File: config.mk
export PLATFORM = sky130hd
export DESIGN_NAME = vote_poller
export DESIGN_NICKNAME = d
export VERILOG_FILES = /design/src/rtl/vote_poller_pkg.sv /design/src/rtl/vote_timer.sv /design/src/rtl/vote_poller.sv
export SDC_FILE = /design/constraint.sdc
export NUM_CORES = 1
export LEC_CHECK = 0
export BUFFER_PORTS_ARGS = -buffer_cell sky130_fd_sc_hd__buf_2
export CORE_ASPECT_RATIO = 1.4
export CORE_MARGIN = 3
export CORE_UTILIZATION = 53
export CTS_CLUSTER_SIZE = 25
export DETAILED_ROUTE_END_ITERATION = 12
export HOLD_SLACK_MARGIN = 0.03
export PLACE_DENSITY = 0.73
export SETUP_SLACK_MARGIN = 0.05
export SLEW_MARGIN = 20
export SYNTH_ARGS = -nofsm -noshare
export SYNTH_HDL_FRONTEND = slang
export SYNTH_HIERARCHICAL = 1
export SYNTH_SLANG_ARGS = --single-unit
File: constraint.sdc
create_clock -name clk -period 2.05 [get_ports clk]
set_clock_uncertainty 0.15 [all_clocks]
set_input_delay 0.3075 -clock clk [delete_from_list [all_inputs] [get_ports clk]]
set_output_delay 0.3075 -clock clk [all_outputs]
set_load 0.01 [all_outputs]
File: src/rtl/vote_poller_pkg.sv
// vote_pkg: shared FSM state type and count-width helper for the vote poller.
package vote_pkg;
    typedef enum logic [1:0] {IDLE, POLL, GAP, DONE} poll_state_t;
    function automatic int cnt_w(input int n);
        return $clog2(n + 1);
    endfunction
endpackage

File: src/rtl/vote_timer.sv
// vote_timer: per-voter wait counter; expired flags the last allowed request cycle.
module vote_timer #(
    parameter int TIMEOUT = 15
) (
    input  logic clk,
    input  logic rst_n,
    input  logic clr,
    input  logic en,
    output logic expired
);
    localparam int TW = $clog2(TIMEOUT + 1);
    logic [TW-1:0] count;
    always_ff @(posedge clk or negedge rst_n)
        if (!rst_n) count <= '0;
        else if (clr) count <= '0;
        else if (en) count <= count + 1'b1;
    assign expired = count == TW'(TIMEOUT - 1);
endmodule

File: src/rtl/vote_poller.sv
// vote_poller: serial req/ack ballot initiator with registered majority decision.
// Optional VOTE_POLLER_EARLY_DECIDE_EN stops polling once the outcome is settled.
module vote_poller
    import vote_pkg::*;
#(
    parameter int N_VOTERS  = 4,
    parameter int THRESHOLD = 3,
    parameter int TIMEOUT   = 15
) (
    input  logic                          clk,
    input  logic                          rst_n,
    input  logic                          start,
    output logic [N_VOTERS-1:0]           ballot_req,
    input  logic                          ballot_ack,
    input  logic                          ballot_vote,
    output logic                          busy,
    output logic                          result_valid,
    output logic                          result,
    output logic [cnt_w(N_VOTERS)-1:0]    yes_count,
    output logic [cnt_w(N_VOTERS)-1:0]    abstain_count
);
    localparam int CW = cnt_w(N_VOTERS);
    localparam int IW = $clog2(N_VOTERS);
    poll_state_t   state, state_n;
    logic [IW-1:0] idx, idx_n;
    logic [CW-1:0] yes_n, abs_n;
    logic          clr, en, expired, last, stop;

    vote_timer #(.TIMEOUT(TIMEOUT)) u_timer (
        .clk(clk), .rst_n(rst_n), .clr(clr), .en(en), .expired(expired)
    );

    always_comb begin
        state_n = state;
        idx_n   = idx;
        yes_n   = yes_count;
        abs_n   = abstain_count;
        clr     = 1'b0;
        en      = 1'b0;
        stop    = 1'b0;
        last    = idx == IW'(N_VOTERS - 1);
        case (state)
            IDLE: if (start) begin
                state_n = POLL;
                idx_n   = '0;
                yes_n   = '0;
                abs_n   = '0;
                clr     = 1'b1;
            end
            POLL: begin
                en = 1'b1;
                // an ack on the timeout cycle still counts as a vote
                if (ballot_ack || expired) begin
                    clr   = 1'b1;
                    yes_n = yes_count + CW'(ballot_ack && ballot_vote);
                    abs_n = abstain_count + CW'(!ballot_ack);
`ifdef VOTE_POLLER_EARLY_DECIDE_EN
                    stop  = last || int'(yes_n) >= THRESHOLD ||
                            int'(yes_n) + N_VOTERS - 1 - int'(idx) < THRESHOLD;
`else
                    stop  = last;
`endif
                    state_n = stop ? DONE : GAP;
                end
            end
            GAP: begin
                idx_n   = idx + 1'b1;
                state_n = POLL;
            end
            default: state_n = IDLE;
        endcase
    end

    always_ff @(posedge clk or negedge rst_n)
        if (!rst_n) begin
            state         <= IDLE;
            idx           <= '0;
            yes_count     <= '0;
            abstain_count <= '0;
            ballot_req    <= '0;
            busy          <= 1'b0;
            result_valid  <= 1'b0;
            result        <= 1'b0;
        end else begin
            state         <= state_n;
            idx           <= idx_n;
            yes_count     <= yes_n;
            abstain_count <= abs_n;
            ballot_req    <= state_n == POLL ? N_VOTERS'(1) << idx_n : '0;
            // busy stays up through the result_valid cycle
            busy          <= state_n != IDLE || state == DONE;
            result_valid  <= state == DONE;
            result        <= state == DONE ? yes_count >= CW'(THRESHOLD) : result;
        end
endmodule

# [Yosys cells after proc, flatten, opt, wreduce, memory -nomap -nowiden]
# Index checks and enable logic that the tools add are counted.
[totals] register_bits=21 in_bits=5 output_inout_bits=13
[classes] addsub=4 magnitude_cmp=1 n_eq_ne=8 n_shift=1 mux=18 n_reduce_logical=9
[op_table] operator="4-bit two-way mux" count=3
[op_table] operator="3-bit case mux with 2 select lines" count=2
[op_table] operator="3-bit two-way mux" count=3
[op_table] operator="3-bit by 1-bit adder with 3-bit output" count=2
[op_table] operator="2-bit == test, second input constant" count=3
[op_table] operator="2-bit two-way mux" count=3
[op_table] operator="2-bit case mux with 3 select lines" count=1
[op_table] operator="2-bit nonzero test" count=3
[op_table] operator="4-bit by 1-bit adder with 4-bit output, second input constant" count=1
[op_table] operator="2-bit by 1-bit == test with 1-bit output, second input constant" count=2
[op_table] operator="4-bit == test, second input constant" count=1
[op_table] operator="1-bit two-way mux" count=4
[op_table] operator="2-bit inequality test, second input constant" count=2
[op_table] operator="2-bit case mux with 2 select lines" count=1
[op_table] operator="1-bit by 2-bit left shift with 4-bit output, first input constant" count=1
[op_table] operator="3-bit by 2-bit greater-or-equal comparator with 1-bit output, second input constant" count=1
[op_table] operator="3-bit AND reduction" count=1
[op_table] operator="2-bit by 1-bit adder with 2-bit output, second input constant" count=1
[op_table] operator="2-bit logical NOT" count=1
[op_table] operator="1-bit logical OR" count=2
[op_table] operator="1-bit case mux with 2 select lines" count=1
[op_table] operator="1-bit logical AND" count=1
[op_table] operator="1-bit logical NOT" count=1

# [Logic depth before layout (Yosys ltp)]
[logic_depth] ltp_word=6 mapped_depth=7

# [Cells and area by module]
# Netlist, hierarchy kept.
[by_module_without_submodules] module="vote_poller" instances=1 cells_each=73 area_per_inst_um2=814.5
[by_module_without_submodules] module="vote_timer" instances=1 cells_each=20 area_per_inst_um2=220.2

# [Worst setup path before layout]
# Ideal clock, no wire load.
[synth_timing] path_kind="reg2reg" start="register u_timer.count[0]" end="register u_timer.count[3]" setup_time_ps=125 arrival_ps=1456 required_time_ps=1775 path_slack_ps=319 stages_incl_launch_ff=8 cell_sequence="dfrtp_1 -> inv_1 -> ha_1 -> and3_1 -> nor2_1 -> a21oi_4 -> nor2_1 -> mux2_4"
[synth_via] elab_chain_len=5 word_cells_on_any_way=8 classes_between="add/sub (1); eq/ne (1); mux (4); reduce/logical (2)"
[synth_lines] element="from (decl)" line="vote_timer.sv:12" text="logic [TW-1:0] count;"
[synth_lines] element="from (signal assigned)" line="vote_timer.sv:16" text="else if (en) count <= count + 1'b1;"
[synth_lines] element="4-bit == test *" line="vote_timer.sv:17" text="assign expired = count == TW'(TIMEOUT - 1);"
[synth_lines] element="via expired" line="vote_poller.sv:27" text="logic clr, en, expired, last, stop;"
[synth_lines] element="1-bit logical OR *" line="vote_poller.sv:53" text="if (ballot_ack || expired) begin"
[synth_lines] element="1-bit two-way mux *" line="vote_poller.sv:53"
[synth_lines] element="1-bit case mux with 2 select lines *" line="vote_poller.sv:42" text="case (state)"
[synth_lines] element="via clr" line="vote_poller.sv:27"
[synth_lines] element="4-bit two-way mux / 2-bit nonzero test (equally long branches)"
# Mark *: on every way through the listed nets, which the timed path passes. The rest lies on a longest branch. The select of a mux whose other input is x is not followed.
# A chain may end at the register's enable or synchronous reset.

# [Worst setup path in the final report]
# Same ends and word-level chain as after synthesis.

==> flow_summary.yaml <==
status:
  status: "completed"
finish:
  final_core_util: 0.6493
  mostFrequentLayoutCell: "dfrtp_1"
  stdcell_count: 134
  ff_latch_area_um2: 525.5
  nets: 127
  synthToLayoutAreaGrowth_pct: 13.06
  insertedDiodeCount: 0
  multiInputGateArea_um2: 464.2
  mostFrequentLayoutCells: "dfrtp_1 (21), buf_2 (17), nor2_1 (8), inv_1 (7), ha_1 (7)"
  layout-drive-gt1-share: 0.2544
  nFillCells: 144
logic_synthesis:
  synthFlopType: "dfrtp_1"
  yosys_warnings: 6
  syn_nets: 105
  yosys.area.top_type: "dfrtp_1"
  synth.avg_cell_area_um2: 11.13
  synth_edf_count: 0
  ys_seq_elements: 21
  ys_top_cells_by_area: "dfrtp_1 (51%), ha_1 (8.5%), mux2i_1 (4.8%)"
  netlist-cell-type-count: 34
  yosysSeqAreaShare: 0.5079
  synth_top_area_frac: 0.5079
  synthCells: 93
  async_reset_ff_frac: 1.000
  netlist_area_um2: 1035
drt:
  drt-wirelength-per-cell_um: 13.13
  routed-via-count: 730
  drt_iter0_drc: 10
  routed_wl_mm: 1.759
  drc: 0
  firstDrtPassIters: 4
  ant_nets: 0
  vias_per_cell: 5.448
floorplan:
  die_h_um: 58.28
  pin_count: 18
  core_area_um2: 1802
  rows: 18
  die-area_um2: 2526
  start_util: 0.5743
  fp.dieW_um: 43.35
worst_setup_path:
  crit_type: "reg -> reg"
  slowest_stage: "dfrtp_1"
  critPathLaunchType: "flop"
  critPathTopFamily: "flip-flops"
  critPathMaxFanout: 9
  slowest_delay_ns: 0.43
  end_kind: "flop"
  path_buf_inv: 1
  required_ns: 2.09
  arrival_ns: 1.92
  worstPathCellList: "inv_1 > ha_1 > and3_1 > nor2_1 > a21oi_4 > nor2_1 > mux2_4"
  cp_common_cell: "nor2_1"
timing:
  timing.hold.ws_ns: 0.1229
  slew_violations: 0
  fmax_mhz: 531.9
  finalCriticalPeriod_ns: 1.880
  tightest_slew_ns: 0.4568
  rsz0062_at_grt: "false"
  final.setup.tns_ns: 0
  slew_headroom: 0.6955
  fin_crit_sh: 0.9170
  final-setup-viol-count: 0
  hold_viol_final: 0
min_path:
  hp-class: "in -> reg"
place:
  port-buffer-count: 17
  placed_cells: 129
  dp_hpwl_mm: 1.365
  gp_congestion: 0.6899
clock_network:
  cts_setup_buffers: 0
  numCtsBuffers: 3
  clock_path_buffers: 2
  clk_pin_slew_ns: 0.11
  insertion_delay_ns: 0.29
  cts_root_buffer: "clkbuf_4"
  htree_levels: 1
  cts.sinks: 21
  cts_tree: "done"
grt:
  grt_pass1_wl_mm: 3.022
  grt.total_usage: 0.1550
  grt_max_degree: 22
  grt_pass1_vias: 759
  grt_overflow: 0
  antenna_found_initial: 0
pwr:
  p_leak_nw: 0.6098
  power_density_nw_per_um2: 1167
  ir_drop_uv: 632.4
run:
  maxCapViolations: 0
==> per-layer routing <==
metal,share of wire,GRT usage,routed length [µm],up-vias
li1,-,-,-,361
met5,0,0,0,-
met1,0.41,0.1753,713,357
met2,0.56,0.2854,978,10
met4,0.0074,0.06466,13,0
met3,0.031,0.01863,54,2
==> per-stage QoR <==
stage / area (µm²) / setup WS (ns) / power (W)
after global routing: 1170 / 0.05915 / 0.001470
after floorplan: 1035 / 0.3191 / 0.001043
after detailed placement: 1134 / 0.1613 / 0.001202
final: 1170 / 0.1701 / 0.001366
after global placement: 1134 / 0.2363 / 0.001175
after CTS: 1170 / 0.1573 / 0.001393
==> flip-flops by register name, summed over array words and instances (netlist names) <==
register / cells
abstain_count: 3
u_timer/count: 4
result: 1
yes_count: 3
ballot_req: 4
busy: 1
idx: 2
state: 2
result_valid: 1
==> kinds of logic after synthesis <==
logic type      Yosys count  synth area share
compound gates           18            0.1403
xor+xnor                  1          0.008466
fa+ha+maj                 7           0.08464
buf+inv                  10           0.04354
flops                    21            0.5079
mux                       6           0.06288
simple gates             30            0.1524
==> worst paths after layout <==
kind                                         startpoint                           end  slack [ns]  depth (start not counted)
setup / recovery           u_timer/count[0]$_DFFE_PN0P_  u_timer/count[3]$_DFFE_PN0P_        0.17                          7
hold / removal                                    start                busy$_DFF_PN0_        0.12                          2
setup reg to reg           u_timer/count[0]$_DFFE_PN0P_  u_timer/count[3]$_DFFE_PN0P_        0.17                          7
hold reg to reg            abstain_count[2]$_DFFE_PN0P_  abstain_count[2]$_DFFE_PN0P_        0.40                          1
max in group asynchronous                         rst_n            result$_DFFE_PN0P_        1.10                          2
min in group asynchronous                         rst_n  u_timer/count[1]$_DFFE_PN0P_        0.33                          2
==> synthesized netlist by cell type (all sizes together) (2+ instances only) <==
cell / instances
a31oi: 2
nand2: 6
mux2i: 5
nor2: 8
and2: 4
nor2b: 2
a21oi: 5
o21ai: 3
ha: 7
o21bai: 2
dfrtp: 21
nand2b: 2
inv: 9
==> area by class of cell <==
cell class              instances  share of cell area
flip-flops and latches         21              0.4492
inverters                       9             0.02888
repair buffers                 18             0.08128
multi-input cells              62              0.3968
clock buffers                   4             0.02246
well taps                      20             0.02139
==> power by group <==
| part | internal, W | switching [W] | total [W] | leakage (nW) |
|---|---|---|---|---|
| sequential | 0.000530 | 0.000123 | 0.000653 | 0.278 |
| clock | 0.0000756 | 0.000111 | 0.000187 | 0.0150 |
| combinational | 0.000235 | 0.000291 | 0.000525 | 0.317 |
==> what timing repair did <==
item                                    CTS  global route
endpoints found under the hold margin    21             0
gates resized for setup                   0             0
endpoints found under the setup margin    0             0
hold buffers                              1             0
Power figures use the tool's default switching activity.
